==> src/rtl/scan_pkg.sv <==
// Shared types and helpers for the digit-scan timing generator.
package scan_pkg;

    typedef enum logic [0:0] {
        SHOW  = 1'b0,
        BLANK = 1'b1
    } sel_state_t;

    localparam int unsigned MAX_CH = 16;

    // One-hot select for channel idx out of n; all-zero for an out-of-range index.
    function automatic logic [MAX_CH-1:0] onehot(input int unsigned idx, input int unsigned n);
        logic [MAX_CH-1:0] v;
        v = '0;
        if (idx < n && idx < MAX_CH) begin
            v = MAX_CH'(1) << idx[3:0];
        end
        return v;
    endfunction

    // Default half-period in clk cycles for a given input/scan frequency pair.
    function automatic longint unsigned half_period_of(input longint unsigned clk_freq,
                                                       input longint unsigned scan_freq);
        return clk_freq / (64'd2 * scan_freq);
    endfunction

endpackage

==> src/rtl/div_counter.sv <==
// Reloadable half-period counter; terminal marks the enabled cycle that ends a half-period.
module div_counter #(
    parameter int unsigned      CNT_W    = 25,
    parameter logic [CNT_W-1:0] DEF_HALF = CNT_W'(13500)
) (
    input  logic             clk,
    input  logic             rst,
    input  logic             en,
    input  logic             load,
    input  logic [CNT_W-1:0] load_val,
    output logic             terminal
);

    logic [CNT_W-1:0] count;
    logic [CNT_W-1:0] half_period;
    logic             at_last;

    // half_period is never zero, so the subtraction cannot wrap.
    assign at_last  = (count == half_period - CNT_W'(1));
    assign terminal = en && !load && at_last;

    always_ff @(posedge clk) begin
        if (rst) begin
            count       <= '0;
            half_period <= DEF_HALF;
        end else if (load) begin
            half_period <= (load_val == '0) ? CNT_W'(1) : load_val;
            count       <= '0;
        end else if (en) begin
            count <= at_last ? '0 : count + CNT_W'(1);
        end
    end

endmodule

==> src/rtl/scan_div_mux.sv <==
// Scan clock divider with one-hot digit rotation and optional dead time between digits.
module scan_div_mux
    import scan_pkg::*;
#(
    parameter int unsigned CLK_FREQ    = 27_000_000,
    parameter int unsigned SCAN_FREQ   = 1_000,
    parameter int unsigned N_CH        = 2,
    parameter int unsigned CNT_W       = 25,
    parameter int unsigned DEAD_CYCLES = 0
) (
    input  logic                    clk,
    input  logic                    rst,
    input  logic                    en,
    input  logic                    div_load,
    input  logic [CNT_W-1:0]        div_val,
    output logic                    clk_out,
    output logic                    tick,
    output logic [$clog2(N_CH)-1:0] ch_idx,
    output logic [N_CH-1:0]         sel
);

    localparam int unsigned     IDX_W      = $clog2(N_CH);
    localparam longint unsigned DEF_HALF   = half_period_of(64'(CLK_FREQ), 64'(SCAN_FREQ));
    localparam longint unsigned CNT_MAX    = (64'd1 << CNT_W) - 64'd1;
    localparam logic [IDX_W-1:0] LAST_IDX  = IDX_W'(N_CH - 1);
    localparam logic [7:0]      BLANK_LAST = 8'((DEAD_CYCLES == 0) ? 0 : DEAD_CYCLES - 1);

    // Elaboration-time parameter sanity.
    if (N_CH < 2 || N_CH > 16) begin : g_bad_nch
        $error("scan_div_mux: N_CH must be in 2..16");
    end
    if (DEAD_CYCLES > 255) begin : g_bad_dead
        $error("scan_div_mux: DEAD_CYCLES must be in 0..255");
    end
    if (DEF_HALF == 0 || DEF_HALF > CNT_MAX) begin : g_bad_half
        $error("scan_div_mux: default half-period does not fit in CNT_W");
    end

    logic             terminal;
    logic [IDX_W-1:0] next_idx;
    logic [7:0]       blank_cnt;
    sel_state_t       state;

    div_counter #(
        .CNT_W   (CNT_W),
        .DEF_HALF(CNT_W'(DEF_HALF))
    ) u_div_counter (
        .clk     (clk),
        .rst     (rst),
        .en      (en),
        .load    (div_load),
        .load_val(div_val),
        .terminal(terminal)
    );

    assign next_idx = (ch_idx == LAST_IDX) ? '0 : ch_idx + IDX_W'(1);

    // Toggle/advance on terminal; blanking window counts only enabled cycles.
    always_ff @(posedge clk) begin
        if (rst) begin
            clk_out   <= 1'b0;
            tick      <= 1'b0;
            ch_idx    <= '0;
            sel       <= N_CH'(1);
            state     <= SHOW;
            blank_cnt <= '0;
        end else begin
            tick <= terminal;
            if (terminal) begin
                clk_out   <= ~clk_out;
                ch_idx    <= next_idx;
                blank_cnt <= '0;
                if (DEAD_CYCLES > 0) begin
                    state <= BLANK;
                    sel   <= '0;
                end else begin
                    state <= SHOW;
                    sel   <= N_CH'(onehot(32'(next_idx), N_CH));
                end
            end else if (en && state == BLANK) begin
                if (blank_cnt == BLANK_LAST) begin
                    state <= SHOW;
                    sel   <= N_CH'(onehot(32'(ch_idx), N_CH));
                end else begin
                    blank_cnt <= blank_cnt + 8'd1;
                end
            end
        end
    end

endmodule

==> config.mk <==
export PLATFORM = sky130hd
export DESIGN_NAME = scan_div_mux
export DESIGN_NICKNAME = d
export VERILOG_FILES = /design/src/rtl/scan_pkg.sv /design/src/rtl/div_counter.sv /design/src/rtl/scan_div_mux.sv
export SDC_FILE = /design/constraint.sdc
export NUM_CORES = 1
export LEC_CHECK = 0
export ABC_AREA = 1
export CORE_UTILIZATION = 35
export DETAILED_ROUTE_END_ITERATION = 8
export PLACE_DENSITY = 0.51
export SLEW_MARGIN = 10
export SYNTH_ARGS = -nofsm -noshare
export SYNTH_HDL_FRONTEND = slang
export SYNTH_SLANG_ARGS = --single-unit
==> constraint.sdc <==
create_clock -name clk -period 2.4 [get_ports clk]
set_input_delay 0.48 -clock clk [delete_from_list [all_inputs] [get_ports clk]]
set_output_delay 0.48 -clock clk [all_outputs]
set_load 0.05 [all_outputs]
==> results.yml <==
synthesis:
  muxShareOfSynthArea: 0
  ys_async_sr_fraction: 0
  avgSynthCellArea_um2: 6.43
  synth_edf_count: 0
  synthAdderAreaFrac: 0.00708
  yosys-top-cells-area: "dfxtp_1, nand2_1, inv_1"
  synth_most_common_cell: "nand2_1"
  yosys.area.top_type: "dfxtp_1"
  synth_top_flop_cell: "dfxtp_1"
  synth_common_cells: "nand2_1, inv_1, dfxtp_1"
  synth_top_family_by_area: "simple AND/OR/NAND/NOR gates"
  syn_inst: 549
  ys_warn_count: 0
  synth_xor_area_frac: 0.0744
  yosysSeqAreaShare: 0.306
  netlist.area_leader.share: 0.306
  synth_fp_nets: 580
  ys_ff_latch: 54
  synth-compound-area-share: 0.0528
  yosysUniqueCellTypes: 34
  syn_area_um2: 3530
  synthSimpleGateAreaFrac: 0.442
timing:
  setup_viol: 0
  holdWs_ps: 494
  drv_slew: 0
  skew_ps: 8.83
  slew_headroom: 0.604
  hold_violations: 0
  tightest_slew_ps: 594
  period_needed_ps: 2210
  max_freq_ghz: 0.453
  post-route-period-util: 0.920
finish:
  drive_above_1_share: 0.146
  fin_util: 0.447
  area_delta_synth_final_pct: 23.7
  stdcell_count: 743
  antennaDiodeCount: 0
  design_area_um2: 4370
  layout.nets: 640
critical_path:
  crit_arrival_ps: 2420
  critPathMaxFanout: 14
  path_class: "reg2reg"
  cp-start-kind: "register"
  end_kind: "register"
  crit_required_ps: 2620
floorplan:
  die-area_um2: 10500
  design.core.area_um2: 9770
  die-height_um: 102
  start_util: 0.361
  pin_count: 34
  fp-row-count: 36
  die_w_um: 102
power:
  seq_power_share: 0.509
  power.switching_w: 0.000514
  swShare: 0.273
  irDropWorstVdd_v: 0.000265
  power_density_nw_per_um2: 431
  cell_internal_pwr_w: 0.00137
  power_w: 0.00188
  comb_power_share: 0.159
  p_clk_frac: 0.333
  p_leak_nw: 1.94
clock_tree:
  cts_root_buf: "clkbuf_8"
  path_clk_slew_ps: 100
  cts_buffer_depth: 2
  worstSkewPairLatency_ps: 310
  holdBufCountCts: 0
  numCtsBuffers: 5
  cts_tree: "built"
  cts.sinks: 54
  cts_max_level: 2
place:
  dpl.hpwl_mm: 7.90
  place.port_buffers: 33
  place_area_um2: 4140
  place_congestion: 0.929
  dp_cells: 727
job:
  drv_cap: 0
grt:
  grt_use_total: 0.203
  grt_max_degree: 30
  overflow: 0
  grt_pass1_wl_mm: 16.3
  grt_pass1_vias: 3392
  antenna_found_initial: 0
run_status:
  status: "complete, no violations"
detailed_routing:
  ant_nets: 0
  via_count: 3445
  drc: 0
  via_per_inst: 4.64
  dr.pass1.iters: 4
  drt_iter0_markers: 125
  post_drt_wl_per_cell_um: 13.3
  wirelength_mm: 9.88
min_path:
  hold_class: "reg2reg"
[critical path, stage by stage, from the launching register on]
cell	delay, ps
dfxtp_1	390
nor2_2	180
nand2_1	120
nor2_4	220
nand2_1	80
nand2_1	80
nand2_1	50
nor2_1	80
nand2_1	50
nor2_1	140
nand3_2	140
nor2_4	190
nand2_4	90
nand2_8	120
buf_4	140
nor2_2	30
[per-layer routing]
metal,track usage,vias up,part of all wire
met4,0.0440,0,0.012
met5,0,-,0
met3,0.0239,12,0.027
met1,0.283,1550,0.52
li1,-,1841,-
met2,0.336,42,0.44
[layout make-up]
| cell class | instances | area, um^2 |
|---|---|---|
| timing repair buffer | 64 | 592 |
| clock inverter | 1 | 30.0 |
| fill | 1057 | 5400 |
| clock buffer | 7 | 76.3 |
| sequential | 54 | 1080 |
| tap | 133 | 166 |
| inverter | 89 | 334 |
| multi-input combinational | 395 | 2090 |
[per-stage QoR]
step           setup TNS (ps)  setup slack, ps
2_1_floorplan               0              376
3_5_place_dp             -629            -86.6
3_3_place_gp             -112            -49.0
6_report                    0              191
4_1_cts                     0             49.3
5_1_grt                 -8.57            -5.73
[cells by family after synthesis]
logic type / after synthesis
DFF: 54
and+or+nand+nor: 330
AOI/OAI and AO/OA: 32
adders and majority gates: 2
xor gates and xnor gates: 30
buffers and inverters: 101
[final timing paths]
| kind | startpoint | endpoint | slack, ps | cells after the start |
|---|---|---|---|---|
| setup reg to reg | u_div_counter.half_period[6] | u_div_counter.count[21] | 190 | 15 |
| setup / recovery | u_div_counter.half_period[6] | u_div_counter.count[21] | 190 | 15 |
| hold / removal | u_div_counter.half_period[23] | u_div_counter.half_period[23] | 490 | 2 |
| hold reg to reg | u_div_counter.half_period[23] | u_div_counter.half_period[23] | 490 | 2 |
[placed cells by master, fill, tap and decap left out, types with 6 or more instances in the layout]
cell type | synthesis | layout
nor3_1 | 11 | 11
nor2_1 | 53 | 48
nor2_2 | 22 | 25
nand2_2 | 6 | 6
xnor2_1 | 14 | 14
dfxtp_1 | 54 | 52
nand2_1 | 148 | 147
o211ai_1 | 6 | 6
nand3_1 | 40 | 40
xor2_1 | 16 | 16
nor2_4 | 4 | 7
o21ai_0 | 15 | 15
nand4_1 | 15 | 15
nand3b_1 | 6 | 6
inv_1 | 89 | 89
clkdlybuf4s50_1 | 0 | 33
nor4_1 | 9 | 9
buf_4 | 1 | 28
[sequential cells by signal, summed over array words and instances, names as in the netlist]
signal and cells:
ch_idx 1, clk_out 1, sel 1, tick 1, u_div_counter.count 25, u_div_counter.half_period 25
[power groups by stage]
stage / clock network [W] / logic, W / registers (W)
2_1_floorplan: 0 / 0.000177 / 0.000969
3_5_place_dp: 0 / 0.000287 / 0.000978
5_1_grt: 0.000675 / 0.000335 / 0.000964
4_1_cts: 0.000643 / 0.000288 / 0.000957
3_3_place_gp: 0 / 0.000284 / 0.000978
6_report: 0.000627 / 0.000299 / 0.000958
[timing repair]
action,CTS,global route
setup buffers,0,7
setup endpoints to repair,0,28
hold endpoints to repair,0,0
gates resized for setup,0,15
Note: power is estimated with default switching activity, not from simulation.
